File: src/rtl/canv_pix_write.sv
// canv_pix_write: clips pixel draw requests to the canvas and turns each survivor
// into a masked packed-pixel vram word write through a two-stage pipe (1 pixel/cycle).
module canv_pix_write #(
    parameter int CORDW  = 16,
    parameter int WORD   = 32,
    parameter int ADDRW  = 14,
    parameter int SHIFTW = 3,
    parameter int CIDXW  = 8,
    parameter int CNTW   = 16
) (
    input  logic                    clk_sys,
    input  logic                    rst_sys,
    input  logic [ADDRW-1:0]        addr_base,
    input  logic [SHIFTW-1:0]       addr_shift,
    input  logic [ADDRW-1:0]        stride,
    input  logic signed [CORDW-1:0] canv_w,
    input  logic signed [CORDW-1:0] canv_h,
    input  logic                    req_valid,
    output logic                    req_ready,
    input  logic signed [CORDW-1:0] req_x,
    input  logic signed [CORDW-1:0] req_y,
    input  logic [CIDXW-1:0]        req_cidx,
    input  logic                    vram_grant,
    output logic [WORD-1:0]         vram_wmask,
    output logic [ADDRW-1:0]        vram_addr,
    output logic [WORD-1:0]         vram_din,
    output logic                    busy,
    input  logic                    cnt_clr,
    output logic [CNTW-1:0]         cnt_drawn,
    output logic [CNTW-1:0]         cnt_clipped
);
    localparam int LOGW = $clog2(WORD);

    function automatic logic [CNTW-1:0] sat_inc(input logic [CNTW-1:0] v);
        return (&v) ? v : v + CNTW'(1);
    endfunction

    function automatic logic [SHIFTW-1:0] shift_decode(input logic [SHIFTW-1:0] s);
        return (s >= SHIFTW'(2) && s <= SHIFTW'(5)) ? s : SHIFTW'(3);
    endfunction

    logic                    vld_p1_q, vld_p1_d;
    logic                    clip_p1_q, clip_p1_d;
    logic signed [CORDW-1:0] x_p1_q, x_p1_d;
    logic [ADDRW-1:0]        line_p1_q, line_p1_d;
    logic [ADDRW-1:0]        base_p1_q, base_p1_d;
    logic [SHIFTW-1:0]       shift_p1_q, shift_p1_d;
    logic [CIDXW-1:0]        cidx_p1_q, cidx_p1_d;

    logic                    vld_p2_q, vld_p2_d;
    logic [WORD-1:0]         vram_wmask_q, vram_wmask_d;
    logic [ADDRW-1:0]        vram_addr_q, vram_addr_d;
    logic [WORD-1:0]         vram_din_q, vram_din_d;
    logic [CNTW-1:0]         cnt_drawn_q, cnt_drawn_d;
    logic [CNTW-1:0]         cnt_clipped_q, cnt_clipped_d;

    logic s2_done, s2_free, s1_drop, s1_adv, accept;

    logic [SHIFTW-1:0]       lbpp;
    logic [LOGW:0]           bpp;
    logic [WORD-1:0]         lowmask;
    logic [CORDW-1:0]        xu, pid, off;
    logic [ADDRW-1:0]        word_off;

    // Handshake: a clipped S1 entry is always dropped, so it never blocks intake.
    always_comb begin
        s2_done   = vld_p2_q & vram_grant;
        s2_free   = ~vld_p2_q | s2_done;
        s1_drop   = vld_p1_q & clip_p1_q;
        s1_adv    = vld_p1_q & ~clip_p1_q & s2_free;
        req_ready = ~rst_sys & (~vld_p1_q | s1_adv | s1_drop);
        accept    = req_valid & req_ready;
    end

    // Stage p1: clip test, line offset, config captured per request
    always_comb begin
        vld_p1_d   = accept | (vld_p1_q & ~s1_adv & ~s1_drop);
        clip_p1_d  = clip_p1_q;
        x_p1_d     = x_p1_q;
        line_p1_d  = line_p1_q;
        base_p1_d  = base_p1_q;
        shift_p1_d = shift_p1_q;
        cidx_p1_d  = cidx_p1_q;
        if (accept) begin
            clip_p1_d  = req_x[CORDW-1] | req_y[CORDW-1] |
                         (req_x >= canv_w) | (req_y >= canv_h);
            x_p1_d     = req_x;
            line_p1_d  = ADDRW'($unsigned(req_y)) * stride;
            base_p1_d  = addr_base;
            shift_p1_d = shift_decode(addr_shift);
            cidx_p1_d  = req_cidx;
        end
    end

    // Stage p2: word address, lane mask and lane-aligned colour data
    always_comb begin
        lbpp     = SHIFTW'(LOGW) - shift_p1_q;
        bpp      = {{LOGW{1'b0}}, 1'b1} << lbpp;
        lowmask  = ~({WORD{1'b1}} << bpp);
        xu       = $unsigned(x_p1_q);
        pid      = xu & ((CORDW'(1) << shift_p1_q) - CORDW'(1));
        off      = pid << lbpp;
        word_off = ADDRW'(xu >> shift_p1_q);

        vld_p2_d     = s1_adv | (vld_p2_q & ~s2_done);
        vram_wmask_d = vram_wmask_q;
        vram_addr_d  = vram_addr_q;
        vram_din_d   = vram_din_q;
        if (s1_adv) begin
            vram_wmask_d = lowmask << off;
            vram_addr_d  = base_p1_q + line_p1_q + word_off;
            vram_din_d   = (WORD'(cidx_p1_q) & lowmask) << off;
        end else if (s2_done) begin
            vram_wmask_d = '0;
        end

        cnt_drawn_d   = cnt_drawn_q;
        cnt_clipped_d = cnt_clipped_q;
        if (cnt_clr) begin
            cnt_drawn_d   = '0;
            cnt_clipped_d = '0;
        end else begin
            if (s2_done) cnt_drawn_d = sat_inc(cnt_drawn_q);
            if (s1_drop) cnt_clipped_d = sat_inc(cnt_clipped_q);
        end
    end

    always_ff @(posedge clk_sys) begin
        if (rst_sys) begin
            vld_p1_q      <= 1'b0;
            vld_p2_q      <= 1'b0;
            vram_wmask_q  <= '0;
            vram_addr_q   <= '0;
            vram_din_q    <= '0;
            cnt_drawn_q   <= '0;
            cnt_clipped_q <= '0;
        end else begin
            vld_p1_q      <= vld_p1_d;
            vld_p2_q      <= vld_p2_d;
            vram_wmask_q  <= vram_wmask_d;
            vram_addr_q   <= vram_addr_d;
            vram_din_q    <= vram_din_d;
            cnt_drawn_q   <= cnt_drawn_d;
            cnt_clipped_q <= cnt_clipped_d;
        end
    end

    always_ff @(posedge clk_sys) begin
        clip_p1_q  <= clip_p1_d;
        x_p1_q     <= x_p1_d;
        line_p1_q  <= line_p1_d;
        base_p1_q  <= base_p1_d;
        shift_p1_q <= shift_p1_d;
        cidx_p1_q  <= cidx_p1_d;
    end

    assign vram_wmask  = vram_wmask_q;
    assign vram_addr   = vram_addr_q;
    assign vram_din    = vram_din_q;
    assign busy        = vld_p1_q | vld_p2_q;
    assign cnt_drawn   = cnt_drawn_q;
    assign cnt_clipped = cnt_clipped_q;
endmodule

File: config.mk
export PLATFORM = sky130hd
export DESIGN_NAME = canv_pix_write
export DESIGN_NICKNAME = d
export VERILOG_FILES = /design/src/rtl/canv_pix_write.sv
export SDC_FILE = /design/constraint.sdc
export NUM_CORES = 1
export LEC_CHECK = 0
export CAP_MARGIN = 20
export CORE_MARGIN = 2
export CORE_UTILIZATION = 50
export DETAILED_ROUTE_END_ITERATION = 16
export GPL_TIMING_DRIVEN = 0
export PLACE_DENSITY = 0.76
export SYNTH_ARGS = -nofsm -noshare
export SYNTH_HDL_FRONTEND = slang
export SYNTH_SLANG_ARGS = --single-unit
File: constraint.sdc
create_clock -name clk_sys -period 7.5 [get_ports clk_sys]
set_input_delay 1.5 -clock clk_sys [delete_from_list [all_inputs] [get_ports clk_sys]]
set_output_delay 1.5 -clock clk_sys [all_outputs]
set_load 0.01 [all_outputs]
==> impl_metrics.csv, run 1 <==
group,metric,value,unit
outcome,outcome,"finished clean",
run,drv_cap,0,
cts,clkSinkCount,168,
route,drt_iter0_drc,996,
synthesis,synth_nets,1677,
cells_and_area,area_growth,26.0,%
floorplan,placementRows,57,
cells_and_area,fin_nets,1914,
synthesis,syn_avg_cell_area,8.89,sq um
cts,cts_made_buffers,17,
global_route,antenna_found_initial,0,
cts,cts_tree,"built",
cts,clk_pin_slew,0.06,ns
cells_and_area,mostFrequentLayoutCells,"clkdlybuf4s50_1, nand2_1, inv_1",
synthesis,synth-edff-count,56,
route,drc_errors,0,
global_route,grt_pass1_vias,10715,
sta,fmax,149,MHz
floorplan,chipHeight,162,um
synthesis,ys_types,82,
synthesis,ys_warn_count,0,
cells_and_area,drive_above_1_share,0.0430,
synthesis,ys_seq_area_frac,0.314,
min_path,hold_class,"reg2reg",
worst_setup_path,critical_path.max_fanout,9,
placement,routabilityCongestion,0.935,
floorplan,die-width,162,um
route,ant_nets,0,
sta,clock_skew,0.0113,ns
floorplan,core_area,24400,sq um
cts,cts_buffer_depth,2,
route,wl_per_cell,18.4,um
global_route,grt_pass1_wl,57100,um
floorplan,die-area,26200,sq um
synthesis,async_flop_share,0,
floorplan,io_pins,220,
cells_and_area,nFillCells,2073,
cts,post-cts-setup-buffer-count,0,
sta,period_share,0.898,
global_route,grtUsageTotal,0.276,
sta,relSlewSlack,0.221,
route,viasPerCell,5.70,
sta,fin_crit,6.73,ns
sta,tightest_slew,1.15,ns
cells_and_area,final_util,0.645,
pwr,p_per_area,229,nW/um^2
cells_and_area,diodes,0,
synthesis,syn_area,12500,sq um
cts,clockRootBuffer,"clkbuf_16",
worst_setup_path,reg2regPathDepth,17,
synthesis,synth_flop_cell,"dfxtp_1",
route,num_vias,11256,
worst_setup_path,crit_path_start_kind,"input pin",
sta,final_hold_viol_count,0,
worst_setup_path,crit_required,7.67,ns
worst_setup_path,crit_type,"in2reg",
sta,slew_violations,0,
floorplan,start_util,0.512,
cts,clock_latency,0.44,ns
synthesis,ys_seq_elements,168,
sta,setup_viol,0,
global_route,grt-ovfl-total,0,
placement,port_buffers,217,
pwr,peakVddDrop,0.000187,V
cts,htreeDepth,4,
cts,ctsHoldBuffers,0,
sta,rsz0062_at_grt,"false",
worst_setup_path,worstPathArrival,6.91,ns
cts,post_cts_resized,0,
placement,place_hpwl,29000,um
sta,setup_tns,0,ns
min_path,holdPathStages,2,
route,drt-total-wl,36400,um
route,first_pass_iters,5,
pwr,p_leak,6.31,nW
synthesis,syn_inst,1403,
cells_and_area,final_common_cell,"clkdlybuf4s50_1",
worst_setup_path,worst_setup_path_end_kind,"register",
global_route,grt_max_degree,45,
## routing by layer
layer | vias up | GRT usage | part of all wire
li1 | 5319 | - | -
met1 | 5374 | 0.382 | 0.44
met2 | 515 | 0.450 | 0.46
met3 | 48 | 0.0439 | 0.082
met4 | 0 | 0.0792 | 0.018
met5 | - | 0 | 0
## synthesized netlist by cell type (6+ instances only)
cell	number	share of area
a21o_1	18	0.011
xnor2_1	48	0.034
mux2_2	7	0.0063
nor2b_1	15	0.0075
a221oi_1	7	0.0049
a32oi_1	6	0.0042
nand3_1	26	0.010
fa_1	70	0.11
and4_1	6	0.0042
a31oi_1	9	0.0045
inv_1	134	0.040
clkbuf_1	49	0.015
nand3b_1	7	0.0042
mux2i_1	19	0.015
nand2_1	164	0.049
nand4_1	15	0.0075
edfxtp_1	56	0.13
a22o_1	8	0.0056
o21a_1	7	0.0042
a21oi_1	70	0.028
a22oi_1	23	0.014
nand2b_1	12	0.0060
xor2_1	23	0.016
or3_1	12	0.0060
nor2_1	116	0.035
dfxtp_1	112	0.18
and2_1	56	0.028
ha_1	96	0.096
buf_2	12	0.0048
a211oi_1	6	0.0036
o31ai_1	12	0.0072
o21ai_0	53	0.021
nor3_1	29	0.012
## power by group
group	switching [mW]	total (mW)	internal, mW
Combinational	0.853	1.57	0.719
Clock	0.403	0.967	0.564
Sequential	0.0284	1.07	1.04
## sequential cells by signal, summed over array words and instances, names as in the netlist, 3 cells and up
signal       cells
cidx_p1_q        8
vram_addr       14
shift_p1_q       3
x_p1_q          16
line_p1_q       14
cnt_drawn       16
vram_din        32
base_p1_q       14
vram_wmask      32
cnt_clipped     16
## per-stage QoR
stage,power [mW],std cells,worst slack [ns],cell area (sq um),hold WS (ns)
floorplan,2.25,1403,1.28,12500,0.472
global placement,2.58,1944,0.449,15100,0.438
detailed placement,2.65,1945,0.324,15100,0.440
CTS,3.62,1976,0.764,15700,0.455
global route,3.86,1976,0.412,15700,0.484
finish,3.61,1976,0.766,15700,0.452
## kinds of logic (layout without fill, tap and decap cells)
| logic type | count (synthesis) | after routing | share of synthesized area |
|---|---|---|---|
| AOI/OAI and AO/OA | 280 | 280 | 0.153 |
| xor gates and xnor gates | 71 | 71 | 0.0498 |
| adders and majority gates | 166 | 166 | 0.209 |
| buffers and inverters | 201 | 450 | 0.0629 |
| DFF | 168 | 168 | 0.314 |
| muxes | 26 | 26 | 0.0216 |
| and+or+nand+nor | 491 | 491 | 0.190 |
## critical path, cell delays in order
cell             delay (ns)
clkdlybuf4s50_1        0.50
clkbuf_1               0.43
nand2_1                0.13
fa_1                   0.51
inv_1                  0.06
fa_1                   0.49
inv_1                  0.06
fa_1                   0.50
fa_1                   0.54
inv_1                  0.05
fa_1                   0.53
inv_1                  0.05
fa_1                   0.44
xnor2_1                0.21
xnor2_1                0.18
xnor2_1                0.16
xnor2_1                0.11
xnor2_1                0.34
xnor2_1                0.11
## worst paths after layout
path                  from            end  slack (ns)
max reg2reg  shift_p1_q[0]  vram_addr[12]        2.11
min           vram_addr[5]   vram_addr[5]        0.45
max               req_y[5]  line_p1_q[13]        0.77
min reg2reg   vram_addr[5]   vram_addr[5]        0.45
## final cells by class
cell class	instances	area [sq um]	share of cell area
Buffer	67	282	0.0179
Inverter	134	503	0.0320
Tap cell	324	405	0.0258
Multi-Input combinational cell	1034	7770	0.494
Clock inverter	12	179	0.0114
Timing Repair Buffer	218	2190	0.139
Sequential cell	168	3920	0.250
Clock buffer	19	464	0.0295
No activity file was read; power rests on OpenSTA's default activity.
==> run 2, diff against run 1 <==
--- a/config.mk
+++ b/config.mk
@@ -10,7 +10,7 @@
 export CORE_UTILIZATION = 50
 export DETAILED_ROUTE_END_ITERATION = 16
 export GPL_TIMING_DRIVEN = 0
-export PLACE_DENSITY = 0.76
+export PLACE_DENSITY_LB_ADDON = 0.12
 export SYNTH_ARGS = -nofsm -noshare
 export SYNTH_HDL_FRONTEND = slang
 export SYNTH_SLANG_ARGS = --single-unit
==> run 2 against run 1 <==
Against the previous run: critical path depth unchanged; clock skew increased by 0.0033 ns; sequential share of layout area increased by 0.094 points; die area unchanged; largest cell class unchanged; final cell count about the same; total power decreased by 3.5%; count of clock-buffer cells in the layout decreased by 2; critical endpoint unchanged; via count decreased by 2.1%.
==> impl_metrics.csv, run 2 (synthesis results as in run 1) <==
group,metric,value,unit
sta,setup_tns,0,ns
outcome,outcome,"finished clean",
cells_and_area,area_growth,25.5,%
worst_setup_path,cpPeakStageDelay,0.54,ns
global_route,grt_pass1_wl,56600,um
worst_setup_path,r2r-end,"vram_addr[12]",
cts,clock_latency,0.44,ns
global_route,grt_pass1_vias,10748,
sta,setup_ws,0.801,ns
placement,port_buffers,217,
worst_setup_path,crit_chain,"clkdlybuf4s50_1 -> clkbuf_1 -> nand2_1 -> fa_1 -> inv_1 -> fa_1 -> inv_1 -> fa_1 -> fa_1 -> inv_1 -> fa_1 -> inv_1 -> fa_1 -> xnor2_1 -> xnor2_1 -> xnor2_1 -> xnor2_1 -> xnor2_1 -> xnor2_1",
cts,post_cts_resized,0,
cells_and_area,mostFrequentLayoutCells,"clkdlybuf4s50_1, nand2_1, inv_1",
route,num_vias,11024,
cts,cts_tree,"built",
sta,fin_crit,6.70,ns
worst_setup_path,reg2regPathDepth,17,
floorplan,placementRows,57,
route,drt_iter0_drc,933,
pwr,netSwitchingFraction,0.369,
sta,period_share,0.893,
route,ant_nets,0,
cells_and_area,final_common_cell,"clkdlybuf4s50_1",
route,first_pass_iters,6,
placement,place_hpwl,28500,um
cts,cts_made_buffers,17,
route,wl_per_cell,18.0,um
cells_and_area,register_area,3920,sq um
worst_setup_path,worstSetupEndpoint,"line_p1_q[13]",
cts,clk_pin_slew,0.07,ns
worst_setup_path,crit_family,"adder cells",
worst_setup_path,worst_setup_path_end_kind,"register",
cts,ctsHoldBuffers,0,
worst_setup_path,worstPathArrival,6.87,ns
worst_setup_path,crit_buf_inv,6,
cts,clkSinkCount,168,
floorplan,io_pins,220,
cts,clockRootBuffer,"clkbuf_16",
cts,cts_buffer_depth,2,
sta,final_hold_viol_count,0,
global_route,grt_max_degree,44,
floorplan,core_area,24400,sq um
cells_and_area,diodes,0,
route,drc_errors,0,
placement,routabilityCongestion,0.923,
route,routed-wl-met3,2780,um
cells_and_area,drive_above_1_share,0.0436,
min_path,hold_class,"reg2reg",
route,drt-total-wl,35500,um
pwr,clockPowerShare,0.248,
pwr,p_comb_frac,0.445,
global_route,antenna_found_initial,0,
placement,pre_cts_ws,0.389,ns
sta,setup_viol,0,
cts,post-cts-setup-buffer-count,0,
cells_and_area,nFillCells,2134,
pwr,p_leak,6.28,nW
sta,tightest_slew,1.11,ns
worst_setup_path,crit_path_start_kind,"input pin",
global_route,grt-ovfl-total,0,
floorplan,die-area,26200,sq um
cells_and_area,fin_nets,1914,
sta,fmax,149,MHz
route,highest_layer,"met4",
sta,relSlewSlack,0.252,
cells_and_area,multiInputGateArea,7770,sq um
route,met1Wirelength,16000,um
floorplan,chipHeight,162,um
worst_setup_path,crit_cells,19,
pwr,peakVddDrop,0.000174,V
sta,slew_violations,0,
floorplan,start_util,0.512,
pwr,p_int,2.20,mW
route,wl_met2,15700,um
route,viasPerCell,5.58,
worst_setup_path,rrSetupSlack,2.06,ns
sta,rsz0062_at_grt,"false",
sta,clock_skew,0.0146,ns
pwr,seqPwrFrac,0.307,
global_route,grtUsageTotal,0.274,
floorplan,die-width,162,um
run,drv_cap,0,
worst_setup_path,crit_required,7.67,ns
pwr,switchingPower,1.28,mW
sta,fin_hold_ws,0.452,ns
worst_setup_path,crit_path_start,"req_y[5]",
pwr,p_per_area,222,nW/um^2
worst_setup_path,r2r_start,"shift_p1_q[0]",
worst_setup_path,crit_type,"in2reg",
worst_setup_path,slowest_stage,"fa_1",
worst_setup_path,critical_path.max_fanout,9,
cts,htreeDepth,4,
## run 2: stage by stage
stage          utilization  total power [mW]  std cells  cell area (sq um)
4_1_cts              0.642              3.50       1977              15700
2_1_floorplan            -              2.25       1403              12500
6_report             0.642              3.48       1977              15700
3_3_place_gp         0.617              2.59       1944              15100
5_1_grt              0.642              3.74       1977              15700
3_5_place_dp         0.618              2.63       1945              15100
## run 2: layer usage
| metal | global-route usage | vias to the layer above |
|---|---|---|
| li1 | - | 5307 |
| met1 | 0.378 | 5160 |
| met2 | 0.433 | 481 |
| met3 | 0.0480 | 76 |
| met4 | 0.0990 | 0 |
| met5 | 0 | - |
## run 2: power by group through the flow
stage	clock network [mW]	logic, mW	registers, mW
floorplan	0	1.17	1.09
global placement	0	1.50	1.09
detailed placement	0	1.54	1.09
CTS	0.878	1.55	1.07
global route	0.914	1.76	1.07
finish	0.864	1.55	1.07
## run 2: worst register-to-register path, delay by kind of cell, from the launching register on
family,cells,cell delay [ns]
simple gates,1,0.08
xor+xnor,1,0.18
mux,1,0.40
buf+inv,4,1.33
flops,1,0.44
fa+ha+maj,2,0.83
compound gates,8,2.10
## run 2: worst min path at each step
stage          cells past startpoint  slack (ns)           start              to
2_1_floorplan                      2        0.47  vram_wmask[23]  vram_wmask[23]
3_3_place_gp                       2        0.44   vram_addr[12]   vram_addr[12]
3_5_place_dp                       2        0.45    vram_din[28]    vram_din[28]
4_1_cts                            2        0.45   vram_addr[10]   vram_addr[10]
5_1_grt                            2        0.48    vram_din[28]    vram_din[28]
6_report                           2        0.45   vram_addr[10]   vram_addr[10]
## run 2: area by class of cell
type / count / area share
Clock inverter: 15 / 0.0101
Timing Repair Buffer: 218 / 0.140
Inverter: 134 / 0.0321
Tap cell: 324 / 0.0259
Buffer: 67 / 0.0180
Multi-Input combinational cell: 1034 / 0.496
Clock buffer: 17 / 0.0272
Sequential cell: 168 / 0.251
